## config.mk

```make
export PLATFORM = sky130hd
export DESIGN_NAME = greater_run_tracker_flat
export DESIGN_NICKNAME = d
export VERILOG_FILES = /design/src/rtl/greater_run_if.sv /design/src/rtl/greater_run_tracker.sv /design/src/flat_wrapper.sv
export SDC_FILE = /design/constraint.sdc
export NUM_CORES = 1
export LEC_CHECK = 0
export ABC_AREA = 1
export CAP_MARGIN = 30
export CORE_UTILIZATION = 55
export CTS_CLUSTER_SIZE = 24
export DETAILED_ROUTE_END_ITERATION = 12
export GPL_ROUTABILITY_DRIVEN = 0
export GPL_TIMING_DRIVEN = 0
export MAX_ROUTING_LAYER = met4
export PLACE_DENSITY = 0.76
export SYNTH_ARGS = -nofsm -noshare
export SYNTH_HDL_FRONTEND = slang
export SYNTH_SLANG_ARGS = --single-unit
```

## constraint.sdc

```tcl
create_clock -name clk -period 6.15 [get_ports clk]
set_input_delay 1.23 -clock clk [delete_from_list [all_inputs] [get_ports clk]]
set_output_delay 1.23 -clock clk [all_outputs]
set_load 0.02 [all_outputs]
```

## src/rtl/greater_run_if.sv

```systemverilog
// Sample/record bus between the counter-comparator pair, the run tracker and its consumer.
interface greater_run_if #(
    parameter int LEN_W = 8
) ();
    logic             sample_en;
    logic             greater;
    logic [7:0]       value;
    logic             clr;
    logic             rec_ready;
    logic             rec_valid;
    logic [7:0]       rec_start;
    logic [LEN_W-1:0] rec_len;
    logic             busy;
    logic             drop;

    modport master (
        output sample_en, greater, value, clr, rec_ready,
        input  rec_valid, rec_start, rec_len, busy, drop
    );

    modport slave (
        input  sample_en, greater, value, clr, rec_ready,
        output rec_valid, rec_start, rec_len, busy, drop
    );
endinterface

```

## src/rtl/greater_run_tracker.sv

```systemverilog
// Measures runs of consecutive greater=1 samples and queues {start, length}
// records in a small FIFO with a sticky drop flag for overflow.
module greater_run_tracker #(
    parameter int DEPTH = 4,
    parameter int LEN_W = 8
) (
    input  logic          clk,
    input  logic          Reset,
    greater_run_if.slave  bus
);
    localparam int AW = $clog2(DEPTH);
    localparam int CW = AW + 1;

    typedef enum logic {IDLE, RUN} state_t;

    state_t           state_q, state_d;
    logic [7:0]       start_q, start_d;
    logic [LEN_W-1:0] len_q, len_d;
    logic             push;

    logic [7:0]       mem_start_q [DEPTH];
    logic [LEN_W-1:0] mem_len_q   [DEPTH];
    logic [AW-1:0]    wr_ptr_q, rd_ptr_q;
    logic [CW-1:0]    count_q;
    logic             drop_q;
    logic             full, pop, push_ok, drop_set;

    always_comb begin
        state_d = state_q;
        start_d = start_q;
        len_d   = len_q;
        push    = 1'b0;
        if (bus.sample_en) begin
            case (state_q)
                IDLE: if (bus.greater) begin
                    state_d = RUN;
                    start_d = bus.value;
                    len_d   = LEN_W'(1);
                end
                RUN: begin
                    if (bus.greater) begin
                        // Saturated runs keep going; only greater=0 ends a run.
                        if (len_q != '1) len_d = len_q + 1'b1;
                    end else begin
                        push    = 1'b1;
                        state_d = IDLE;
                    end
                end
                default: state_d = IDLE;
            endcase
        end
    end

    always_comb begin
        full     = (count_q == CW'(DEPTH));
        pop      = (count_q != '0) && bus.rec_ready && !bus.clr;
        // When full, a simultaneous pop frees the slot the push lands in.
        push_ok  = push && !bus.clr && (!full || pop);
        drop_set = push && !bus.clr && full && !pop;
    end

    always_ff @(posedge clk or negedge Reset) begin
        if (!Reset) begin
            state_q  <= IDLE;
            start_q  <= '0;
            len_q    <= '0;
            wr_ptr_q <= '0;
            rd_ptr_q <= '0;
            count_q  <= '0;
            drop_q   <= 1'b0;
            for (int i = 0; i < DEPTH; i++) begin
                mem_start_q[i] <= '0;
                mem_len_q[i]   <= '0;
            end
        end else if (bus.clr) begin
            state_q  <= IDLE;
            start_q  <= '0;
            len_q    <= '0;
            wr_ptr_q <= '0;
            rd_ptr_q <= '0;
            count_q  <= '0;
            drop_q   <= 1'b0;
        end else begin
            state_q <= state_d;
            start_q <= start_d;
            len_q   <= len_d;
            if (push_ok) begin
                mem_start_q[wr_ptr_q] <= start_q;
                mem_len_q[wr_ptr_q]   <= len_q;
                wr_ptr_q              <= wr_ptr_q + 1'b1;
            end
            if (pop) rd_ptr_q <= rd_ptr_q + 1'b1;
            case ({push_ok, pop})
                2'b10:   count_q <= count_q + 1'b1;
                2'b01:   count_q <= count_q - 1'b1;
                default: count_q <= count_q;
            endcase
            drop_q <= drop_q | drop_set;
        end
    end

    assign bus.rec_valid = (count_q != '0);
    assign bus.rec_start = mem_start_q[rd_ptr_q];
    assign bus.rec_len   = mem_len_q[rd_ptr_q];
    assign bus.busy      = (state_q == RUN);
    assign bus.drop      = drop_q;
endmodule

```

## src/flat_wrapper.sv

```systemverilog
// flat-port wrapper written by rule: the top's interface ports become plain ports
module greater_run_tracker_flat 
#(
    parameter int DEPTH = 4,
    parameter int LEN_W = 8
)
  (clk, Reset, bus_sample_en, bus_greater, bus_value, bus_clr, bus_rec_ready, bus_rec_valid, bus_rec_start, bus_rec_len, bus_busy, bus_drop);
  greater_run_if #(.LEN_W(LEN_W)) bus_i ();
  input  logic clk;
  input  logic Reset;
  input wire logic [$bits(bus_i.sample_en)-1:0] bus_sample_en;
  input wire logic [$bits(bus_i.greater)-1:0] bus_greater;
  input wire logic [$bits(bus_i.value)-1:0] bus_value;
  input wire logic [$bits(bus_i.clr)-1:0] bus_clr;
  input wire logic [$bits(bus_i.rec_ready)-1:0] bus_rec_ready;
  output wire logic [$bits(bus_i.rec_valid)-1:0] bus_rec_valid;
  output wire logic [$bits(bus_i.rec_start)-1:0] bus_rec_start;
  output wire logic [$bits(bus_i.rec_len)-1:0] bus_rec_len;
  output wire logic [$bits(bus_i.busy)-1:0] bus_busy;
  output wire logic [$bits(bus_i.drop)-1:0] bus_drop;
  assign bus_i.sample_en = bus_sample_en;
  assign bus_i.greater = bus_greater;
  assign bus_i.value = bus_value;
  assign bus_i.clr = bus_clr;
  assign bus_i.rec_ready = bus_rec_ready;
  assign bus_rec_valid = bus_i.rec_valid;
  assign bus_rec_start = bus_i.rec_start;
  assign bus_rec_len = bus_i.rec_len;
  assign bus_busy = bus_i.busy;
  assign bus_drop = bus_i.drop;
  greater_run_tracker #(.DEPTH(DEPTH), .LEN_W(LEN_W)) u_core (.clk(clk), .Reset(Reset), .bus(bus_i));
endmodule
```

==> flow_summary.yaml <==
status:
  status: "complete, no violations"
floorplanning:
  io_pins: 33
  die_w_um: 89.7
  rows: 31
  coreArea_sq_mm: 0.00733
  dieArea_sq_mm: 0.00805
  die_h_um: 89.7
  start_util: 0.577
final_layout:
  diodes: 0
  nNetsFinal: 536
  areaGrowthSynthToFinish_pct: 15.9
  n_fill_cell: 609
  final_cell_area_sq_mm: 0.00490
  drive_gt1_frac: 0.107
pwr:
  powerDensity_mw_per_mm2: 293
  switching_share: 0.334
  p_int_uw: 958
  p_leak_nw: 2.14
  pwr-share-seq: 0.437
  ir_drop_uv: 138
  share_comb_of_total_power: 0.276
  total_power_mw: 1.44
  switchingPower_uw: 480
  p_clk_frac: 0.286
place:
  dpl_cell_area_sq_mm: 0.00470
  dp.final_hpwl_mm: 7.09
  place_ws_ns: 2.71
  portBuffers: 32
routing:
  route.detailed.drc: 0
  wl_per_cell_um: 17.2
  drt_wl_total_mm: 10.7
  drt_iter0_drc: 237
  drtPass1Iterations: 5
  ant_nets: 0
  routed_via_density: 5.68
  vias: 3522
clock_tree:
  cts.path.max_buffers: 2
  cts_resized: 0
  numCtsBuffers: 9
  cts.sinks: 89
  clockRootBuffer: "clkbuf_8"
  clk_pin_slew_ns: 0.09
  clkLatencyLatePin_ns: 0.36
  cts_hold_buf: 0
  htree_levels: 3
  cts_tree: "yes"
  cts_setup_buffers: 0
sta:
  tightest_slew_ns: 0.767
  hold_violations: 0
  setup_viol: 0
  drv_slew: 0
  min_period_ns: 3.86
  min_period_over_period: 0.628
  rsz0062_at_grt: "false"
  setup_tns_ns: 0
  relSlewSlack: 0.487
  setup_ws_ns: 2.29
  whs_ns: 0.487
  finClkSkew_ns: 0.0133
  max_freq_mhz: 259
yosys:
  synth_warnings: 0
  synth_nets: 492
  synth_cell_types: 30
  synth_enable_flop_cells: 0
  ys_ff_latch: 89
  netlist_instances: 472
  synth_area_sq_mm: 0.00423
  avgSynthCellArea_sq_um: 8.96
  synthArstFlopShare: 1.00
  synth_flop_cell: "dfrtp_1"
  seq_area_frac_synth: 0.526
setup_path:
  cp_max_fo: 10
  crit_start: "u_core.rd_ptr_q[1]$_DFFE_PN0P_"
  end_kind: "primary output"
  crit_type: "reg2out"
  start_kind: "register"
  critPathRequiredTime_ns: 4.92
  reg2reg_from: "u_core.count_q[1]$_DFFE_PN0P_"
  cp.arrival_ns: 2.63
grt:
  grt_start_max_net_pins: 72
  antenna_found_initial: 0
  grtUsageTotal: 0.295
  grt_pass1_vias: 3571
  gr-total-overflow: 0
  grt_pass1_wl_mm: 17.8
min_path:
  worst_hold_path_type: "reg2reg"
  min_from: "u_core.mem_len_q[19]$_DFFE_PN0P_"
flow_run:
  maxCapViolations: 0
==> cell type report <==
| type | count | area, sq um | area share |
|---|---|---|---|
| buffer | 23 | 176 | 0.0360 |
| clock buffer | 10 | 138 | 0.0281 |
| clock inverter | 6 | 67.6 | 0.0138 |
| inverter | 35 | 131 | 0.0268 |
| multi-input combinational | 325 | 1700 | 0.346 |
| sequential | 89 | 2230 | 0.454 |
| tap | 99 | 124 | 0.0253 |
| timing repair buffer | 33 | 345 | 0.0704 |
==> kinds of logic (layout without fill, tap and decap cells) <==
logic type      after synthesis  count (layout)  synth area share
fa+ha+maj                     6               6            0.0195
compound gates              140             140             0.185
buf+inv                      58             107            0.0728
simple gates                178             178             0.194
xor+xnor                      1               1           0.00207
flops                        89              89             0.526
==> power groups by stage <==
stage          Sequential [mW]  Combinational [mW]  Clock (mW)
3_5_place_dp             0.640               0.396           0
4_1_cts                  0.628               0.398       0.415
3_3_place_gp             0.638               0.388           0
5_1_grt                  0.632               0.434       0.437
6_report                 0.629               0.397       0.412
2_1_floorplan            0.635               0.234           0
==> flip-flops by register name, indices dropped and copies added, names as in the netlist <==
signal / cells
u_core.mem_len_q: 32
u_core.mem_start_q: 32
u_core.len_q: 8
u_core.start_q: 8
u_core.count_q: 3
u_core.rd_ptr_q: 2
u_core.wr_ptr_q: 2
u_core.bus.busy: 1
u_core.bus.drop: 1
==> worst paths after layout <==
path | to | slack (ns) | cells past startpoint
setup / recovery | bus_rec_len[5] | 2.29 | 5
hold / removal | u_core.mem_len_q[19]$_DFFE_PN0P_ | 0.49 | 2
setup reg to reg | u_core.count_q[2]$_DFFE_PN0P_ | 3.96 | 9
hold reg to reg | u_core.mem_len_q[19]$_DFFE_PN0P_ | 0.49 | 2
max in group asynchronous | u_core.len_q[6]$_DFFE_PN0P_ | 4.79 | 2
min in group asynchronous | u_core.mem_start_q[2]$_DFFE_PN0P_ | 0.73 | 1
==> synthesized netlist by cell type (all sizes together) (2+ instances only) <==
library cell | n | area [sq um]
nand4 | 7 | 43.8
ha | 5 | 62.6
nor3b | 2 | 15.0
nand3 | 29 | 220
nor2 | 46 | 183
inv | 34 | 128
dfrtp | 89 | 2230
a21oi | 4 | 23.8
buf | 13 | 139
nand2 | 92 | 348
o21ai | 117 | 638
o22ai | 16 | 100
clkbuf | 10 | 37.5
==> worst max-delay path, cell delays in order (launching register included) <==
cell and delay, ns:
dfrtp_1 0.48, inv_1 0.29, clkbuf_1 0.48, o21ai_0 0.20, o22ai_1 0.20, clkdlybuf4s50_1 0.64
==> metrics by stage <==
step / util / cells
floorplan: - / 472
global placement: 0.638 / 603
detailed placement: 0.641 / 604
CTS: 0.669 / 620
global route: 0.669 / 620
finish: 0.669 / 620
==> layer usage <==
layer | part of all wire | global-route usage | wire, um
met3 | 0.050 | 0.0508 | 532
met1 | 0.44 | 0.365 | 4700
met4 | 0.027 | 0.127 | 293
met2 | 0.48 | 0.479 | 5170
met5 | 0 | - | 0
==> placed cells by master (no fill, tap or decap), types with 2 or more instances in the layout <==
cell and instances:
dfrtp_1 89, clkinv_4 2, nand3_4 6, clkinvlp_4 2, o21ai_0 53, o21ai_2 14, nand4_1 7, clkbuf_1 10
nand3_1 23, o22ai_1 16, inv_1 33, buf_6 12, nor3b_1 2, nor2_1 44, clkdlybuf4s50_1 31, o21ai_1 50
nand2_1 91, clkbuf_8 10, ha_1 5, a21oi_1 3
No activity file was read; power rests on OpenSTA's default activity.
